==> src/rtl/calc_pkg.sv <==
// Shared types and constants for the calculator decimal operand entry path.
package calc_pkg;

  typedef enum logic [1:0] {
    ENTRY   = 2'd0,
    CONVERT = 2'd1,
    HOLD    = 2'd2
  } calc_state_e;

  localparam logic [3:0] BCD_MAX = 4'd9;
  localparam int unsigned COUNT_W = 3;

endpackage

==> src/rtl/calc_operand_entry_if.sv <==
// Operand handshake between the entry front end and the operand registers.
interface calc_operand_entry_if #(
  parameter int unsigned WIDTH = 16
) ();

  logic [WIDTH-1:0] out_value;
  logic             out_valid;
  logic             out_ready;
  logic             overflow;

  modport master (output out_value, output out_valid, output overflow, input out_ready);
  modport slave  (input out_value, input out_valid, input overflow, output out_ready);

endinterface

==> src/rtl/calc_bcd_mac.sv <==
// One decimal accumulation step: sum = acc*10 + digit, flagging results above 2^WIDTH-1.
module calc_bcd_mac #(
  parameter int unsigned WIDTH = 16
) (
  input  logic [WIDTH+3:0] acc,
  input  logic [3:0]       digit,
  output logic [WIDTH+3:0] sum,
  output logic             ovf
);

  localparam int unsigned PW = WIDTH + 8;

  logic [PW-1:0] prod;

  always_comb begin
    prod = (PW'(acc) * PW'(10)) + PW'(digit);
    sum  = prod[WIDTH+3:0];
    ovf  = |prod[PW-1:WIDTH];
  end

endmodule

==> src/rtl/calc_operand_entry.sv <==
// Decimal operand entry: buffers BCD digits, converts MSD-first to binary, offers result via valid/ready.
// Optional signed entry (neg_stb / neg ports) when CALC_ENTRY_NEG_EN is defined.
module calc_operand_entry
  import calc_pkg::*;
#(
  parameter int unsigned WIDTH      = 16,
  parameter int unsigned MAX_DIGITS = 5
) (
  input  logic                    clk,
  input  logic                    reset,
  input  logic [3:0]              digit,
  input  logic                    digit_stb,
  input  logic                    enter_stb,
  input  logic                    clear_stb,
`ifdef CALC_ENTRY_NEG_EN
  input  logic                    neg_stb,
  output logic                    neg,
`endif
  output logic                    busy,
  output logic [COUNT_W-1:0]      digit_count,
  output logic [4*MAX_DIGITS-1:0] disp_bcd,
  calc_operand_entry_if.master    out_if
);

  localparam int unsigned BW = 4 * MAX_DIGITS;
  localparam int unsigned AW = WIDTH + 4;
  localparam logic [AW-1:0] ACC_SAT = {4'b0, {WIDTH{1'b1}}};

  calc_state_e        state_q, state_d;
  logic [BW-1:0]      bcd_q, bcd_d;
  logic [BW-1:0]      conv_q, conv_d;
  logic [COUNT_W-1:0] count_q, count_d;
  logic [COUNT_W-1:0] idx_q, idx_d;
  logic [AW-1:0]      acc_q, acc_d;
  logic               ovf_q, ovf_d;
  logic [WIDTH-1:0]   value_q, value_d;
  logic               valid_q, valid_d;
  logic               busy_q, busy_d;
  logic               neg_q, neg_d;

  logic [AW-1:0]      mac_sum;
  logic               mac_ovf;
  logic [WIDTH-1:0]   res_value_c;
  logic               res_ovf_c;

  calc_bcd_mac #(.WIDTH(WIDTH)) u_mac (
    .acc   (acc_q),
    .digit (conv_q[BW-1 -: 4]),
    .sum   (mac_sum),
    .ovf   (mac_ovf)
  );

  // Final result from the accumulated magnitude; the sticky flag forces saturation.
`ifdef CALC_ENTRY_NEG_EN
  localparam logic [AW-1:0] LIM_POS = {5'b0, {(WIDTH-1){1'b1}}};
  localparam logic [AW-1:0] LIM_NEG = {4'b0, 1'b1, {(WIDTH-1){1'b0}}};

  always_comb begin
    res_ovf_c = ovf_q | (neg_q ? (acc_q > LIM_NEG) : (acc_q > LIM_POS));
    if (res_ovf_c)
      res_value_c = neg_q ? {1'b1, {(WIDTH-1){1'b0}}} : {1'b0, {(WIDTH-1){1'b1}}};
    else
      res_value_c = neg_q ? (~acc_q[WIDTH-1:0] + WIDTH'(1)) : acc_q[WIDTH-1:0];
  end

  assign neg = neg_q;
`else
  always_comb begin
    res_ovf_c   = ovf_q;
    res_value_c = ovf_q ? {WIDTH{1'b1}} : acc_q[WIDTH-1:0];
  end

  assign neg_d = 1'b0;
`endif

  always_ff @(posedge clk) begin
    if (reset) begin
      state_q <= ENTRY;
      bcd_q   <= '0;
      conv_q  <= '0;
      count_q <= '0;
      idx_q   <= '0;
      acc_q   <= '0;
      ovf_q   <= 1'b0;
      value_q <= '0;
      valid_q <= 1'b0;
      busy_q  <= 1'b0;
      neg_q   <= 1'b0;
    end else begin
      state_q <= state_d;
      bcd_q   <= bcd_d;
      conv_q  <= conv_d;
      count_q <= count_d;
      idx_q   <= idx_d;
      acc_q   <= acc_d;
      ovf_q   <= ovf_d;
      value_q <= value_d;
      valid_q <= valid_d;
      busy_q  <= busy_d;
      neg_q   <= neg_d;
    end
  end

  always_comb begin
    state_d = state_q;
    bcd_d   = bcd_q;
    conv_d  = conv_q;
    count_d = count_q;
    idx_d   = idx_q;
    acc_d   = acc_q;
    ovf_d   = ovf_q;
    value_d = value_q;
    valid_d = valid_q;
    busy_d  = busy_q;
`ifdef CALC_ENTRY_NEG_EN
    neg_d   = neg_q;
`endif

    case (state_q)
      ENTRY: begin
        if (enter_stb) begin
          state_d = CONVERT;
          conv_d  = bcd_q;
          idx_d   = '0;
          acc_d   = '0;
          ovf_d   = 1'b0;
          busy_d  = 1'b1;
        end else begin
          if (digit_stb && (digit <= BCD_MAX) && (count_q < COUNT_W'(MAX_DIGITS))) begin
            bcd_d   = {bcd_q[BW-5:0], digit};
            count_d = count_q + COUNT_W'(1);
          end
`ifdef CALC_ENTRY_NEG_EN
          if (neg_stb)
            neg_d = ~neg_q;
`endif
        end
      end
      CONVERT: begin
        // One extra cycle after the last digit registers the saturated result.
        if (idx_q == COUNT_W'(MAX_DIGITS)) begin
          state_d = HOLD;
          value_d = res_value_c;
          ovf_d   = res_ovf_c;
          valid_d = 1'b1;
          busy_d  = 1'b0;
        end else begin
          acc_d  = mac_ovf ? ACC_SAT : mac_sum;
          ovf_d  = ovf_q | mac_ovf;
          conv_d = conv_q << 4;
          idx_d  = idx_q + COUNT_W'(1);
        end
      end
      HOLD: begin
        if (valid_q && out_if.out_ready) begin
          state_d = ENTRY;
          valid_d = 1'b0;
          bcd_d   = '0;
          count_d = '0;
          ovf_d   = 1'b0;
`ifdef CALC_ENTRY_NEG_EN
          neg_d   = 1'b0;
`endif
        end
      end
      default: state_d = ENTRY;
    endcase

    // Clear aborts any state; out_value keeps its last completed value.
    if (clear_stb) begin
      state_d = ENTRY;
      bcd_d   = '0;
      conv_d  = '0;
      count_d = '0;
      idx_d   = '0;
      acc_d   = '0;
      ovf_d   = 1'b0;
      valid_d = 1'b0;
      busy_d  = 1'b0;
`ifdef CALC_ENTRY_NEG_EN
      neg_d   = 1'b0;
`endif
    end
  end

  assign busy             = busy_q;
  assign digit_count      = count_q;
  assign disp_bcd         = bcd_q;
  assign out_if.out_value = value_q;
  assign out_if.out_valid = valid_q;
  assign out_if.overflow  = ovf_q;

endmodule

==> src/flat_wrapper.sv <==
// flat-port wrapper written by rule: the top's interface ports become plain ports
module calc_operand_entry_flat import calc_pkg::*;
#(
  parameter int unsigned WIDTH      = 16,
  parameter int unsigned MAX_DIGITS = 5
)
  (clk, reset, digit, digit_stb, enter_stb, clear_stb, busy, digit_count, disp_bcd, out_if_out_value, out_if_out_valid, out_if_overflow, out_if_out_ready);
  calc_operand_entry_if #(.WIDTH(WIDTH)) out_if_i ();
  input  logic clk;
  input  logic reset;
  input  logic [3:0] digit;
  input  logic digit_stb;
  input  logic enter_stb;
  input  logic clear_stb;
  output logic busy;
  output logic [COUNT_W-1:0] digit_count;
  output logic [4*MAX_DIGITS-1:0] disp_bcd;
  output wire logic [$bits(out_if_i.out_value)-1:0] out_if_out_value;
  output wire logic [$bits(out_if_i.out_valid)-1:0] out_if_out_valid;
  output wire logic [$bits(out_if_i.overflow)-1:0] out_if_overflow;
  input wire logic [$bits(out_if_i.out_ready)-1:0] out_if_out_ready;
  assign out_if_out_value = out_if_i.out_value;
  assign out_if_out_valid = out_if_i.out_valid;
  assign out_if_overflow = out_if_i.overflow;
  assign out_if_i.out_ready = out_if_out_ready;
  calc_operand_entry #(.WIDTH(WIDTH), .MAX_DIGITS(MAX_DIGITS)) u_core (.clk(clk), .reset(reset), .digit(digit), .digit_stb(digit_stb), .enter_stb(enter_stb), .clear_stb(clear_stb), .busy(busy), .digit_count(digit_count), .disp_bcd(disp_bcd), .out_if(out_if_i));
endmodule
==> config.mk <==
export PLATFORM = sky130hd
export DESIGN_NAME = calc_operand_entry_flat
export DESIGN_NICKNAME = d
export VERILOG_FILES = /design/src/rtl/calc_pkg.sv /design/src/rtl/calc_operand_entry_if.sv /design/src/rtl/calc_bcd_mac.sv /design/src/rtl/calc_operand_entry.sv /design/src/flat_wrapper.sv
export SDC_FILE = /design/constraint.sdc
export NUM_CORES = 1
export LEC_CHECK = 0
export ABC_CLOCK_PERIOD_IN_PS = 4750
export CELL_PAD_IN_SITES_DETAIL_PLACEMENT = 0
export CELL_PAD_IN_SITES_GLOBAL_PLACEMENT = 1
export CORE_ASPECT_RATIO = 0.5
export CORE_MARGIN = 1.5
export CORE_UTILIZATION = 41
export CTS_CLUSTER_SIZE = 10
export DETAILED_ROUTE_END_ITERATION = 10
export GPL_TIMING_DRIVEN = 0
export PLACE_DENSITY_LB_ADDON = 0.25
export SYNTH_ARGS = -nofsm -noshare
export SYNTH_HDL_FRONTEND = slang
export SYNTH_SLANG_ARGS = --single-unit
export TNS_END_PERCENT = 20
==> constraint.sdc <==
create_clock -name clk -period 4.75 [get_ports clk]
set_input_delay 0.95 -clock clk [delete_from_list [all_inputs] [get_ports clk]]
set_output_delay 0.95 -clock clk [all_outputs]
set_load 0.01 [all_outputs]
Word-level counts from Yosys, hierarchy flattened
Index checks and enable logic that the tools add are counted.
{"block": "totals", "regBits": 87, "latchBits": 0, "ram_bits": 0, "romBits": 0, "word_cells": 75, "n_memories": 0}
{"block": "classes", "n_addsub": 3, "mul": 1, "div_mod_pow": 0, "n_lt_le_gt_ge": 2, "eq_ne": 9, "shift": 0, "muxes": 32, "bitwise": 1, "n_reduce_logical": 17}
{"operator": "$mux 20", "count": 8}
{"operator": "$pmux 20 s2", "count": 3}
{"operator": "$add 24x4->24", "count": 1}
{"operator": "$mul 20x3->23 const B", "count": 1}
{"operator": "$mux 16", "count": 1}
{"operator": "$mux 3", "count": 5}
{"operator": "$pmux 3 s2", "count": 2}
{"operator": "$reduce_and 3->1", "count": 4}
{"operator": "$reduce_and 4->1", "count": 2}
{"operator": "$reduce_or 8->1", "count": 1}
{"operator": "$add 3x1->3 const B", "count": 2}
{"operator": "$mux 1", "count": 6}
{"operator": "$mux 2", "count": 3}
{"operator": "$ne 2x1->1 const B", "count": 3}
{"operator": "$ne 2x2->1 const B", "count": 3}
{"operator": "$pmux 2 s3", "count": 1}
{"operator": "$reduce_bool 2->1", "count": 3}
{"operator": "$le 4x4->1 const B", "count": 1}
{"operator": "$pmux 1 s2", "count": 2}
{"operator": "$eq 3x3->1 const B", "count": 1}
{"operator": "$logic_and 1x1->1", "count": 3}
{"operator": "$lt 3x3->1 const B", "count": 1}
{"operator": "$pmux 1 s3", "count": 1}
{"operator": "$reduce_bool 3->1", "count": 1}
{"operator": "6 further kinds", "count": 6}

Longest topological paths before layout
{"block": "logic_depth", "word_depth": 6, "ltp_mapped": 14, "mapped_depth_nobuf": 13}

Hierarchy
A second synthesis with hierarchy kept.
{"block": "unflattened", "hier_cells": 649, "area_unflattened_um2": 5639.2}
{"module": "calc_operand_entry", "n_inst": 1, "cells_per_inst": 434, "area_each_um2": 3832.4, "seq_area_each_um2": 1741.7}
{"module": "calc_bcd_mac", "n_inst": 1, "cells_per_inst": 215, "area_each_um2": 1806.7, "seq_area_each_um2": 0.0}

Worst setup path before layout
Ideal clock, no wire load.
{"block": "synth_timing", "path_kind": "register to register", "start": "reg u_core.acc_q[1]", "end": "reg u_core.acc_q[11]", "setup_ps": 137, "arrival_ps": 3642, "required_ps": 4613, "path_slack_ps": 971, "path_stages_with_launch": 15, "path_buffers": 1, "period_less_slack_ps": 3779, "cell_sequence": "dfxtp_1 ha_1 ha_1 inv_1 fa_1 nand2b_1 a21oi_1 xor2_1 nand4_1 or4_4 nor4_4 nand3_1 a211oi_4 buf_6 a31oi_1"}
{"block": "synth_between", "elab_chain_len": 6}
{"element": "start: declaration", "line": "calc_operand_entry.sv:34", "rtl": "logic [AW-1:0] acc_q, acc_d;"}
{"element": "start signal: assignment", "line": "calc_operand_entry.sv:83", "rtl": "acc_q <= '0;"}
{"element": "start signal: assignment", "line": "calc_operand_entry.sv:95", "rtl": "acc_q <= acc_d;"}
{"element": "$mul 20x3->23 *", "line": "calc_bcd_mac.sv:16", "rtl": "prod = (PW'(acc) * PW'(10)) + PW'(digit);"}
{"element": "$add 24x4->24 *", "line": "calc_bcd_mac.sv:16"}
{"element": "$reduce_or 8->1", "line": "calc_bcd_mac.sv:18", "rtl": "ovf = |prod[PW-1:WIDTH];"}
{"element": "$mux 20 *", "line": "calc_operand_entry.sv:148", "rtl": "acc_d = mac_ovf ? ACC_SAT : mac_sum;"}
{"element": "$mux 20 *", "line": "calc_operand_entry.sv:141", "rtl": "if (idx_q == COUNT_W'(MAX_DIGITS)) begin"}
{"element": "$pmux 20 s2 *", "line": "calc_operand_entry.sv:119", "rtl": "case (state_q)"}
Every way passes the cells marked *; elsewhere a longest branch is shown, timed or not. The select of a mux whose other input is x is not followed.
A chain may end at the register's enable or synchronous reset.

Final worst setup path
Same ends and word-level chain as after synthesis.

==> results.yml <==
cts:
  cts_num_sinks: 87
  htree_levels: 3
  post_cts_buffers: 0
  cts_max_path_buffers: 2
  clk_latency_ns: 0.35
  hold_buffers: 0
  cts_tree: "yes"
  cts_resized: 0
  cts_made_buffers: 9
  clock-root-buffer: "clkbuf_16"
  clkSlewWorstSetupHoldPaths_ns: 0.07
route:
  vias_per_cell: 5.45
  antenna_left: 0
  drtIter0Drc: 227
  wl_um: 13900
  wl_per_cell_um: 16.1
  vias: 4731
  firstDrtPassIters: 4
  drcViolationCount: 0
setup_path:
  startpoint_type: "flip-flop"
  cp.arrival_ns: 4.69
  end_kind: "flip-flop"
  critPathRequiredTime_ns: 4.95
  cp_max_fo: 10
  critical_path_class: "reg -> reg"
pwr:
  pwr-share-comb_pct: 8.0
  power_density_nw_per_um2: 260
  clockPowerShare_pct: 45.4
  intPower_mw: 1.19
  p_leak_nw: 2.24
  switching_share_pct: 25.4
  peakVddDrop_uv: 171
  pwr-share-seq_pct: 46.5
  power.switching_mw: 0.406
sta:
  clock_skew_ns: 0.0104
  setup_violations: 0
  hold_violations: 0
  fmax_ghz: 0.223
  rsz0062_at_grt: "false"
  period_share_pct: 94.5
  relSlewSlack_pct: 47.9
  post-route-min-period_ns: 4.49
  setup_tns_ns: 0
  drv_slew: 0
  tightest_slew_ns: 0.776
job:
  maxCapViolations: 0
global_route:
  first_global_vias: 4495
  met1_usage_pct: 29.2
  grtUsageTotal_pct: 21.9
  grt_max_degree: 17
  antenna_found_initial: 0
  grt_pass1_wl_um: 22700
  top_usage_layer: "met2"
  use_met2_pct: 36.7
  grt_util_met3_pct: 4.34
  grt.overflow.total: 0
yosys:
  netlist_area_um2: 5130
  synthTopCellsByArea: "dfxtp_1, ha_1, a21oi_1"
  yosysMostFrequentCell: "dfxtp_1"
  synth_cell_type_count: 57
  synthCells: 638
  synth_edf_count: 0
  synth_flop_cell: "dfxtp_1"
  synthArstFlopShare_pct: 0
  synth_area_leader_cell: "dfxtp_1"
  ys_seq_area_share_pct: 34.0
  synth-seq-cells: 87
  avgSynthCellArea_um2: 8.04
  syn-num-nets: 692
  synth_top_area_share_pct: 34.0
  ys_warn_count: 0
  yosys-top-cells-count: "dfxtp_1, nor2_1, a21oi_1"
placed_design:
  hpwlAfterDp_um: 10600
  port_buffers: 50
  place_congestion: 0.824
  place_area_um2: 5840
final_layout:
  area_delta_synth_final_pct: 19.6
  n_fill_cell: 1207
  drive_gt1_share_pct: 4.27
  post-route-util_pct: 51.1
  nets: 753
  final_area_um2: 6140
  n_antenna_cell: 0
floorplan:
  rows: 28
  die_area_um2: 13200
  initial_core_util_pct: 42.7
  pin_count: 52
  core_area_um2: 12000
  die_h_um: 82.1
  dieWidth_um: 161
hold_path:
  min_path_type: "reg -> reg"
status:
  outcome: "finished, final reports clean"
## logic make-up (layout without fill, tap and decap cells)
logic type	Yosys count	after routing	synth area share (%)
flip-flops	87	87	34.0
AND/OR/NAND/NOR	237	237	21.6
adder cells (fa/ha/maj)	44	44	11.0
AO/OA/AOI/OAI	196	196	24.8
XOR/XNOR	28	28	4.93
buffers and inverters	45	110	3.46
multiplexers	1	1	0.195
## worst max-delay path, cell delays in order (launching register included)
cell,delay (ns)
dfxtp_1,0.36
ha_1,0.30
ha_1,0.18
inv_1,0.07
fa_1,0.42
nand2b_1,0.23
a211oi_4,0.38
o21ai_0,0.16
a211oi_1,0.66
nand3_1,0.28
nor4_1,0.35
o211ai_1,0.16
a211oi_4,0.47
buf_6,0.22
a31oi_1,0.09
## power by group through the flow
stage	Combinational, mW	Clock [mW]	Sequential [mW]
finish	0.128	0.725	0.742
global placement	0.127	0	0.759
floorplan	0.0846	0	0.757
global route	0.143	0.766	0.743
detailed placement	0.127	0	0.759
CTS	0.128	0.734	0.742
## stage by stage
| step | power [mW] | worst slack [ns] | hold slack, ns | cells |
|---|---|---|---|---|
| finish | 1.60 | 0.259 | 0.455 | 868 |
| global placement | 0.886 | 0.405 | 0.445 | 853 |
| global route | 1.65 | 0.0297 | 0.476 | 868 |
| CTS | 1.60 | 0.281 | 0.456 | 868 |
| floorplan | 0.841 | 0.971 | 0.437 | 638 |
| detailed placement | 0.886 | 0.319 | 0.447 | 853 |
## routing by layer
layer  vias to the layer above  wire (um)
met4                         0        178
met5                         -          0
met1                      2215       7070
li1                       2431          -
met2                        73       6120
met3                        12        573
## registers in the layout, summed over array words and instances (netlist names)
name                     count
u_core.acc_q                20
u_core.busy                  1
u_core.conv_q               20
u_core.digit_count           3
u_core.disp_bcd             20
u_core.idx_q                 3
u_core.out_if.out_valid      1
u_core.out_if.out_value     16
u_core.out_if.overflow       1
u_core.state_q               2
## layout make-up
cell class	instances	area (um^2)	share of cell area, %
inverters	9	33.8	0.551
well taps	165	206	3.36
repair buffers	50	500	8.16
plain buffers	36	144	2.35
clock buffers	9	225	3.67
flip-flops and latches	87	1740	28.4
clock inverters	6	75.1	1.22
multi-input cells	506	3210	52.3
## cells in the final DEF (no fill, tap or decap), types with 19 or more instances in the layout
cell type / synthesis / routed
nand3_1: 32 / 32
a211oi_1: 33 / 33
o21ai_0: 21 / 21
dfxtp_1: 87 / 87
a22oi_1: 19 / 19
ha_1: 42 / 42
nand2_1: 66 / 66
nor2_1: 79 / 79
clkdlybuf4s50_1: 0 / 50
a21oi_1: 77 / 77
clkbuf_1: 33 / 33
## worst paths after layout
kind                                   from                              to  slack [ns]  cells after the start
max            u_core.acc_q[1]$_SDFFE_PP0P_   u_core.acc_q[11]$_SDFFE_PP0P_        0.26                     14
min          u_core.conv_q[10]$_SDFFE_PP0P_  u_core.conv_q[10]$_SDFFE_PP0P_        0.46                      2
max reg2reg    u_core.acc_q[1]$_SDFFE_PP0P_   u_core.acc_q[11]$_SDFFE_PP0P_        0.26                     14
min reg2reg  u_core.conv_q[10]$_SDFFE_PP0P_  u_core.conv_q[10]$_SDFFE_PP0P_        0.46                      2
No activity file was read; power rests on OpenSTA's default activity.
